**src/rtl/sdi_pkg.sv**
```systemverilog
// Shared SDI definitions: TRS word constants, detector state encoding and
// the XYZ protection-bit function used by the TRS decoder.
package sdi_pkg;

  localparam logic [9:0] TRS_FF = 10'h3FF;
  localparam logic [9:0] TRS_00 = 10'h000;

  localparam int DELAY_DEPTH = 4;

  typedef enum logic [1:0] {
    SCAN,
    GOT_FF,
    GOT_Z1,
    GOT_Z2
  } trs_state_e;

  // Protection bits {P3, P2, P1, P0} expected for a given F/V/H triple.
  function automatic logic [3:0] xyz_prot(input logic f, input logic v, input logic h);
    return {v ^ h, f ^ h, f ^ v, f ^ v ^ h};
  endfunction

endpackage

```
**src/rtl/sdi_word_delay.sv**
```systemverilog
// Enable-gated word delay line where each stage carries a TRS tag; a tag-set
// marks the incoming word and every older word still held in the line.
module sdi_word_delay #(
  parameter int WIDTH = 10,
  parameter int DEPTH = 4
) (
  input  logic             clk,
  input  logic             rst_n,
  input  logic             i_en,
  input  logic             i_tag_set,
  input  logic [WIDTH-1:0] i_data,
  output logic [WIDTH-1:0] o_data,
  output logic             o_tag
);

  logic [WIDTH-1:0] r_data [DEPTH];
  logic [DEPTH-1:0] r_tag;

  always_ff @(posedge clk or negedge rst_n) begin
    if (!rst_n) begin
      // NOTE: the stages are reset even though they form a storage array,
      // because the last stage drives vid_data straight to the output.
      for (int i = 0; i < DEPTH; i++) r_data[i] <= '0;
      r_tag <= '0;
    end else if (i_en) begin
      r_data[0] <= i_data;
      for (int i = 1; i < DEPTH; i++) r_data[i] <= r_data[i-1];
      // After this shift the line holds the new word plus the DEPTH-1 words
      // before it, which is exactly the set a tag-set has to mark.
      if (i_tag_set) r_tag <= '1;
      else           r_tag <= {r_tag[DEPTH-2:0], 1'b0};
    end
  end

  assign o_data = r_data[DEPTH-1];
  assign o_tag  = r_tag[DEPTH-1];

endmodule

```
**src/rtl/sdi_trs_decoder.sv**
```systemverilog
// SDI TRS decoder: finds 3FF 000 000 XYZ, checks XYZ protection, tracks
// field/vblank, line and sample counts, line lock, and flags active video.
module sdi_trs_decoder
  import sdi_pkg::*;
#(
  parameter int WORD_WIDTH = 10,
  parameter int LINE_W     = 11,
  parameter int SAMPLE_W   = 12
) (
  input  logic                  clk,
  input  logic                  rst_n,
  input  logic [WORD_WIDTH-1:0] word_in,
  input  logic                  word_valid,
  output logic [WORD_WIDTH-1:0] vid_data,
  output logic                  vid_valid,
  output logic                  eav,
  output logic                  sav,
  output logic                  field,
  output logic                  vblank,
  output logic [LINE_W-1:0]     line_cnt,
  output logic [SAMPLE_W-1:0]   sample_cnt,
  output logic                  trs_err,
  output logic                  locked
);

  trs_state_e r_state;
  trs_state_e w_state_nxt;

  logic [9:0]          w_word10;
  logic                w_is_ff;
  logic                w_is_00;
  logic                w_f;
  logic                w_v;
  logic                w_h;
  logic                w_at_xyz;
  logic                w_xyz_ok;
  logic                w_eav_hit;
  logic                w_sav_hit;
  logic                w_err_hit;
  logic [SAMPLE_W-1:0] w_sample_inc;
  logic [LINE_W-1:0]   w_line_inc;

  logic                r_eav;
  logic                r_sav;
  logic                r_err;
  logic                r_field;
  logic                r_vblank;
  logic [LINE_W-1:0]   r_line;
  logic [SAMPLE_W-1:0] r_sample;
  logic [SAMPLE_W-1:0] r_line_len;
  logic                r_locked;
  logic                r_active;

  logic [WORD_WIDTH:0] w_dly_data;
  logic                w_dly_tag;

  // The 10-bit SDI code sits in the top bits; wider words carry extra LSBs.
  assign w_word10 = word_in[WORD_WIDTH-1 -: 10];
  assign w_is_ff  = (w_word10 == TRS_FF);
  assign w_is_00  = (w_word10 == TRS_00);
  assign {w_f, w_v, w_h} = w_word10[8:6];

  assign w_at_xyz  = word_valid && (r_state == GOT_Z2);
  assign w_xyz_ok  = w_word10[9] && (w_word10[5:2] == xyz_prot(w_f, w_v, w_h));
  assign w_eav_hit = w_at_xyz &&  w_xyz_ok &&  w_h;
  assign w_sav_hit = w_at_xyz &&  w_xyz_ok && !w_h;
  assign w_err_hit = w_at_xyz && !w_xyz_ok;

  assign w_sample_inc = (&r_sample) ? r_sample : r_sample + SAMPLE_W'(1);
  assign w_line_inc   = (&r_line)   ? r_line   : r_line + LINE_W'(1);

  always_comb begin
    // NOTE: a default is assigned before any branch so every path drives
    // w_state_nxt and no latch is inferred.
    w_state_nxt = r_state;
    if (word_valid) begin
      if (w_is_ff) begin
        w_state_nxt = GOT_FF;
      end else begin
        case (r_state)
          GOT_FF:  w_state_nxt = w_is_00 ? GOT_Z1 : SCAN;
          GOT_Z1:  w_state_nxt = w_is_00 ? GOT_Z2 : SCAN;
          default: w_state_nxt = SCAN;
        endcase
      end
    end
  end

  always_ff @(posedge clk or negedge rst_n) begin
    if (!rst_n) r_state <= SCAN;
    else        r_state <= w_state_nxt;
  end

  always_ff @(posedge clk or negedge rst_n) begin
    if (!rst_n) begin
      r_eav      <= 1'b0;
      r_sav      <= 1'b0;
      r_err      <= 1'b0;
      r_field    <= 1'b0;
      r_vblank   <= 1'b1;
      r_line     <= '0;
      r_sample   <= '0;
      r_line_len <= '0;
      r_locked   <= 1'b0;
      r_active   <= 1'b0;
    end else begin
      // NOTE: non-blocking assignments throughout, so the line-length compare
      // below sees the previous capture, not the one written this edge.
      r_eav <= w_eav_hit;
      r_sav <= w_sav_hit;
      r_err <= w_err_hit;
      if (word_valid) begin
        r_sample <= w_eav_hit ? '0 : w_sample_inc;
        if (w_eav_hit || w_sav_hit) begin
          r_field  <= w_f;
          r_vblank <= w_v;
        end
        if (w_eav_hit) begin
          r_line     <= (r_field && !w_f) ? LINE_W'(1) : w_line_inc;
          r_line_len <= w_sample_inc;
          r_locked   <= (w_sample_inc == r_line_len);
          r_active   <= 1'b0;
        end else if (w_sav_hit) begin
          r_active <= !w_v;
        end else if (w_err_hit) begin
          r_locked <= 1'b0;
        end
      end
    end
  end

  // Each word travels with the active-region flag in force when it arrived.
  sdi_word_delay #(
    .WIDTH (WORD_WIDTH + 1),
    .DEPTH (DELAY_DEPTH)
  ) u_delay (
    .clk       (clk),
    .rst_n     (rst_n),
    .i_en      (word_valid),
    .i_tag_set (w_eav_hit || w_sav_hit),
    .i_data    ({r_active, word_in}),
    .o_data    (w_dly_data),
    .o_tag     (w_dly_tag)
  );

  assign vid_data   = w_dly_data[WORD_WIDTH-1:0];
  assign vid_valid  = word_valid && w_dly_data[WORD_WIDTH] && !w_dly_tag;
  assign eav        = r_eav;
  assign sav        = r_sav;
  assign trs_err    = r_err;
  assign field      = r_field;
  assign vblank     = r_vblank;
  assign line_cnt   = r_line;
  assign sample_cnt = r_sample;
  assign locked     = r_locked;

endmodule
```
**config.mk**
```make
export PLATFORM = sky130hd
export DESIGN_NAME = sdi_trs_decoder
export DESIGN_NICKNAME = d
export VERILOG_FILES = /design/src/rtl/sdi_pkg.sv /design/src/rtl/sdi_word_delay.sv /design/src/rtl/sdi_trs_decoder.sv
export SDC_FILE = /design/constraint.sdc
export NUM_CORES = 1
export LEC_CHECK = 0
export BUFFER_PORTS_ARGS = -buffer_cell sky130_fd_sc_hd__buf_2
export CAP_MARGIN = 20
export CORE_ASPECT_RATIO = 0.9
export CORE_MARGIN = 4
export CORE_UTILIZATION = 51
export CTS_CLUSTER_DIAMETER = 60
export CTS_CLUSTER_SIZE = 8
export DETAILED_ROUTE_END_ITERATION = 12
export GPL_TIMING_DRIVEN = 0
export HOLD_SLACK_MARGIN = 0.05
export PLACE_DENSITY = 0.79
export REMOVE_ABC_BUFFERS = 1
export SYNTH_ARGS = -nofsm -noshare
export SYNTH_HDL_FRONTEND = slang
export SYNTH_SLANG_ARGS = --single-unit
```
**constraint.sdc**
```tcl
create_clock -name clk -period 7.51 [get_ports clk]
set_input_delay 1.1265 -clock clk [delete_from_list [all_inputs] [get_ports clk]]
set_output_delay 1.1265 -clock clk [all_outputs]
set_load 0.01 [all_outputs]
```
Word level (Yosys, flattened, before mapping)
Index checks and enable logic that the tools add are counted.
{"block": "classes", "n_eq_ne": 8, "muxes": 14, "reduce_logical": 25, "add_sub_neg": 2, "bitwise": 4}
{"op": "two-way mux 12 bit", "count": 2}
{"op": "two-way mux 11 bit", "count": 2}
{"op": "adder 12 x 1 -> 12 bit (second input constant)", "count": 1}
{"op": "== test 12 bit", "count": 1}
{"op": "AND reduction 12 bit", "count": 1}
{"op": "adder 11 x 1 -> 11 bit (second input constant)", "count": 1}
{"op": "AND reduction 11 bit", "count": 1}
{"op": "== test 10 bit (second input constant)", "count": 1}
{"op": "zero test 10 bit", "count": 1}
{"op": "logical AND 1 bit", "count": 9}
{"op": "two-way mux 2 bit", "count": 3}
{"op": "AND reduction 2 bit", "count": 3}
{"op": "AND reduction 3 bit", "count": 2}
{"op": "zero test 1 bit", "count": 5}
{"op": "two-way mux 1 bit", "count": 5}
{"op": "== test 2 bit (second input constant)", "count": 2}
{"op": "== test 4 bit", "count": 1}
{"op": "two-way mux 4 bit", "count": 1}
{"op": "one-hot mux 2 bit (2 select lines)", "count": 1}
{"op": "nonzero test 2 bit", "count": 2}
{"op": "XOR 1 bit", "count": 4}
{"op": "== test 2 x 1 -> 1 bit (second input constant)", "count": 1}
{"op": "inequality test 2 x 1 -> 1 bit (second input constant)", "count": 1}
{"op": "inequality test 2 bit (second input constant)", "count": 1}
{"op": "logical OR 1 bit", "count": 1}
{"block": "word_totals", "word_cells": 69, "register_bits": 92, "out_inout_bits": 40, "in_bits": 13}

Depth between registers and ports, before layout
{"block": "logic_depth", "ltp_word": 9, "depth_mapped": 10, "ltp_nobuf": 9}

By module
A second synthesis with hierarchy kept.
{"block": "unflattened", "cells_unflattened": 460, "area_unflattened_um2": 4946.0}
{"mod": "sdi_trs_decoder", "cells_each": 341, "area_per_inst_um2": 2850.2, "seq_area_each_um2": 1102.3, "n_inst": 1}
{"mod": "sdi_word_delay", "cells_each": 119, "area_per_inst_um2": 2095.8, "seq_area_each_um2": 1201.2, "n_inst": 1}

Worst setup path after synthesis
Ideal clock, no wire load.
{"block": "synth_timing", "kind": "input to register", "from": "in word_in[8]", "to": "reg r_line_len[10]", "setup_time_ns": 0.067, "n_path_buf": 3, "path_stages": 8, "setup_slack_ns": 4.422, "t_required_ns": 7.443, "t_arrival_ns": 3.022, "cell_sequence": "buf_2 xnor2_1 or3_1 a2111oi_2 clkbuf_1 buf_1 o211ai_1 nand2_1"}
{"block": "synth_between", "elab_chain_cells": 7, "elab_cells_between_ends": 8, "classes_between": "eq/ne: 1; bitwise: 3; reduce/logical: 4"}
{"item": "from (decl)", "line": "sdi_trs_decoder.sv:12", "source": "input logic [WORD_WIDTH-1:0] word_in,"}
{"item": "XOR 1 bit (2 in series)", "line": "sdi_pkg.sv:19", "source": "return {v ^ h, f ^ h, f ^ v, f ^ v ^ h};"}
{"item": "== test 4 bit (*)", "line": "sdi_trs_decoder.sv:64", "source": "assign w_xyz_ok = w_word10[9] && (w_word10[5:2] == xyz_prot(w_f, w_v, w_h));"}
{"item": "logical AND 1 bit (*)", "line": "sdi_trs_decoder.sv:64"}
{"item": "logical AND 1 bit (*) (2 in series)", "line": "sdi_trs_decoder.sv:65", "source": "assign w_eav_hit = w_at_xyz && w_xyz_ok && w_h;"}
{"item": "AND reduction 2 bit (no line) (*)"}
{"item": "to (signal assigned)", "line": "sdi_trs_decoder.sv:120", "source": "r_line_len <= w_sample_inc;"}
{"item": "to (decl)", "line": "sdi_trs_decoder.sv:50", "source": "logic [SAMPLE_W-1:0] r_line_len;"}
Mark *: on every way between the ends. The rest lies on a longest branch, timed or not.
A chain may end at the register's enable or synchronous reset.

Worst setup path in the final report
{"block": "layout_timing", "from": "reg r_sample[0], in the netlist sample_cnt[0]", "to": "reg r_locked, in the netlist locked"}
{"block": "layout_between", "elab_chain_cells": 4, "elab_cells_between_ends": 5, "classes_between": "add/sub: 1; eq/ne: 1; mux: 2; reduce/logical: 1"}
{"item": "from (decl)", "line": "sdi_trs_decoder.sv:49", "source": "logic [SAMPLE_W-1:0] r_sample;"}
{"item": "from (signal assigned)", "line": "sdi_trs_decoder.sv:113", "source": "r_sample <= w_eav_hit ? '0 : w_sample_inc;"}
{"item": "adder 12 x 1 -> 12 bit / AND reduction 12 bit (equally long branches)", "line": "sdi_trs_decoder.sv:69", "source": "assign w_sample_inc = (&r_sample) ? r_sample : r_sample + SAMPLE_W'(1);"}
{"item": "two-way mux 12 bit (*)", "line": "sdi_trs_decoder.sv:69"}
{"item": "== test 12 bit (*)", "line": "sdi_trs_decoder.sv:121", "source": "r_locked <= (w_sample_inc == r_line_len);"}
{"item": "two-way mux 1 bit (*)", "line": "sdi_trs_decoder.sv:118", "source": "if (w_eav_hit) begin"}
{"item": "to (signal assigned)", "line": "sdi_trs_decoder.sv:121"}
{"item": "to (decl)", "line": "sdi_trs_decoder.sv:51", "source": "logic r_locked;"}
Marks and branches as above.

==> key figures <==
Floorplan
  • # rows: 32
  • Top Ports: 53
  • Initial Util: 52.22%
  • Die X: 106.7 um
  • Die height: 96.86 um
  • Die area: 10,340 um2
  • Core footprint: 8568 um2

Setup path
  • Reg2reg end: locked
  • CP Buf/Inv Count: 0
  • Critical Path Start Type: flip-flop
  • CP top delay family: simple AND/OR/NAND/NOR gates
  • Worst Reg-to-Reg Cells: 8
  • CP cell instances: ha_1, and4_4, nand4_1, a21oi_1, xnor2_1, o2111ai_1, or4_1, o41ai_2
  • Crit path to: locked
  • CP max stage delay: 580 ps
  • CP max FO: 15
  • Critical Path Stages: 8
  • Critical-path cell with the highest stage delay: nand4_1
  • Setup slack, reg-to-reg: 3970 ps
  • Critical Path Source: sample_cnt[0]
  • Worst R2R Start: sample_cnt[0]
  • Crit path capture type: flip-flop
  • Critical path class: flip-flop to flip-flop
  • Data arrival time of the worst path: 3790 ps
  • CP required: 7770 ps

Routing
  • Routed vias: 3,264
  • Vias per Instance: 5.608
  • Wire per inst: 15.54 um
  • Total Wirelength: 9045 um
  • Drt pass-1 iters: 5
  • # DRC: 0
  • Initial drt markers: 167
  • Antenna Violating Nets Remaining: 0

Final layout
  • Multi-input gate area: 1961 um2
  • Area Growth Syn to Fin: 12.08%
  • Post-Layout Cell Count: 582
  • Antenna fix cells: 0
  • Final nets: 478
  • Fill cells: 763
  • Register Area: 2303 um2
  • Share of cells above drive strength 1: 27.21%

Pwr
  • Pwr/cell area: 230.1 nW/um2
  • Leak pwr: 0.002332 uW
  • Worst IR Drop VDD: 0.0001754 V

Synthesis
  • Synth area leaders: dfrtp_1 (51%), mux2_2 (11%), nand2_1 (3.4%)
  • Async set-reset flop share out of synthesis: 100.0%
  • Average size of a mapped cell: 10.60 um2
  • FF+latch count, synth: 92
  • Area share of the leading cell type in the synthesized netlist: 50.89%
  • Ys Warns: 0
  • Post-synthesis sequential area ratio: 51.48%
  • EDFF count, synth: 0
  • Largest area contributor in the synthesized netlist: dfrtp_1
  • Post-synth top flop: dfrtp_1
  • Synth cell types: 52
  • Synthesized cell area: 4474 um2
  • Cell count after synthesis: 422

GRT
  • Largest net degree at the start of global routing: 73
  • First-pass GRT wire length: 15,610 um
  • Antenna violations before repair: 0
  • Total gr overflow: 0
  • All-Layer GR Usage: 18.52%
  • Number of global-route vias before repair: 3,342

STA
  • Setup Skew: 10.97 ps
  • Period minus WS final: 3536 ps
  • Hold Violations, Final: 0
  • Relative slew margins: 52.08%
  • RSZ-0062 raised after global routing: false
  • Post-route setup TNS: 0 ps
  • Worst Tran Pin Value: 716.7 ps
  • Final Cycle Share: 47.09%
  • Final setup vio count: 0
  • Slew Viols, Final: 0
  • Peak Freq: 282.8 MHz

Clock tree
  • Post-CTS sizing: 0
  • Clk pin slew, worst setup/hold paths: 100 ps
  • H-tree depth: 3
  • CTS Root Cell: clkbuf_8
  • Hold_buf cts: 0
  • Clock Tree Buf Depth: 2
  • Clk Latency, worst-skew pair: 360 ps
  • CTS sink cnt: 92
  • CTS buffer count: 9
  • CTS tree: yes
  • Post-CTS Setup Repair Bufs: 0

Run
  • Number of max-cap violations: 0

Placed design
  • Placed Cells: 565
  • IO Port Bufs: 52
  • Final GP Congestion: 0.9130
  • Final HPWL DP: 6320 um

Hold path
  • Worst hold path class: flip-flop to flip-flop

Outcome
  • Status: complete, no violations
==> worst min-delay path, stage by stage (launching register included) <==
cell	delay, ps
dfrtp_1	360
nand2_1	50
o31ai_1	50
==> per-layer routing <==
| layer | global-route usage [%] | wire, um | vias to the layer above |
|---|---|---|---|
| met2 | 29.14 | 4366 | 92 |
| li1 | - | - | 1558 |
| met5 | 0 | 0 | - |
| met4 | 5.998 | 114 | 0 |
| met3 | 5.337 | 541 | 10 |
| met1 | 24.78 | 4023 | 1604 |
==> metrics by stage <==
stage,power [uW],setup slack [ps],hold WS (ps),util (%),area [um2]
after global placement,796.4,2213,461.2,54.96,4710
after CTS,1168,3625,487.0,58.35,5000
final,1154,3974,487.6,58.53,5015
after detailed placement,810.4,3253,464.5,55.83,4783
after floorplan,722.4,3727,442.9,-,4300
after global routing,1221,3758,519.7,58.53,5015
==> flip-flops by register name, indices dropped and copies added (netlist names), 2 cells and up <==
signal          cells
r_line_len         12
line_cnt           11
u_delay.r_tag       4
sample_cnt         12
r_state             2
u_delay.r_data     33
u_delay.o_data     11
==> cell type report <==
cell class	count	area share (%)
flip-flops and latches	92	45.93
clock buffers	9	2.470
well taps	119	2.969
clock inverters	7	1.846
repair buffers	56	6.712
multi-input cells	286	39.10
inverters	13	0.9731
==> how the worst min path moves through the flow <==
stage	startpoint	end	slack, ps	cells after the start
2_1_floorplan	r_active	r_active	440	2
3_3_place_gp	r_active	r_active	460	2
3_5_place_dp	r_active	r_active	460	2
4_1_cts	r_active	r_active	490	2
5_1_grt	r_active	r_active	520	2
6_report	r_active	r_active	490	2
==> power by group <==
| part | internal [uW] | total, uW | switching (uW) |
|---|---|---|---|
| combinational | 97.7 | 205 | 108 |
| sequential | 546 | 594 | 47.9 |
| clock | 163 | 355 | 191 |
| total | 807 | 1150 | 347 |
==> cells in the final DEF, fill, tap and decap left out, types with 2 or more instances in the layout <==
cell and count:
buf_2 51, a21oi_1 28, ha_1 7, xnor2_1 14
mux2_2 45, inv_6 3, and2_1 2, nand2b_1 3
and3_1 5, nand4_1 11, nand2_1 40, o21ai_0 25
nor2_1 27, mux2i_1 5, and4_4 2, dfrtp_1 91
or3_1 5, nand3_1 14, o31ai_1 2, xor2_1 5
o211ai_1 2, a31oi_1 6, o2111ai_1 2, and2_0 2
clkbuf_8 9, inv_1 13, or4_1 2, nor3_1 10
nor4_1 2
==> cells in the mapped netlist (2+ instances only) <==
cell type	number
nand4_1	11
o21ai_0	25
mux2i_1	5
a21oi_1	28
and4_4	2
nand2_1	40
nand3_1	14
nand2b_1	3
o2111ai_1	2
and3_1	5
xnor2_1	14
nor3_1	10
o211ai_1	2
and2_0	2
inv_1	13
clkbuf_1	13
nor2_1	27
a31oi_1	6
buf_1	2
or4_1	2
dfrtp_1	91
or3_1	5
ha_1	7
o31ai_1	2
nor4_1	2
buf_2	4
mux2_2	45
xor2_1	5
and2_1	2
buf_6	2
buf_4	10
==> kinds of logic (layout without fill, tap and decap cells) <==
group           count (synthesis)  after routing  synth area share (%)
compound gates                 78             78                 10.79
fa+ha+maj                       7              7                 1.957
mux                            50             50                 12.44
simple gates                  132            132                 14.63
buf+inv                        44             85                 4.978
xor+xnor                       19             19                 3.719
flops                          92             92                 51.48
Power figures use the tool's default switching activity.
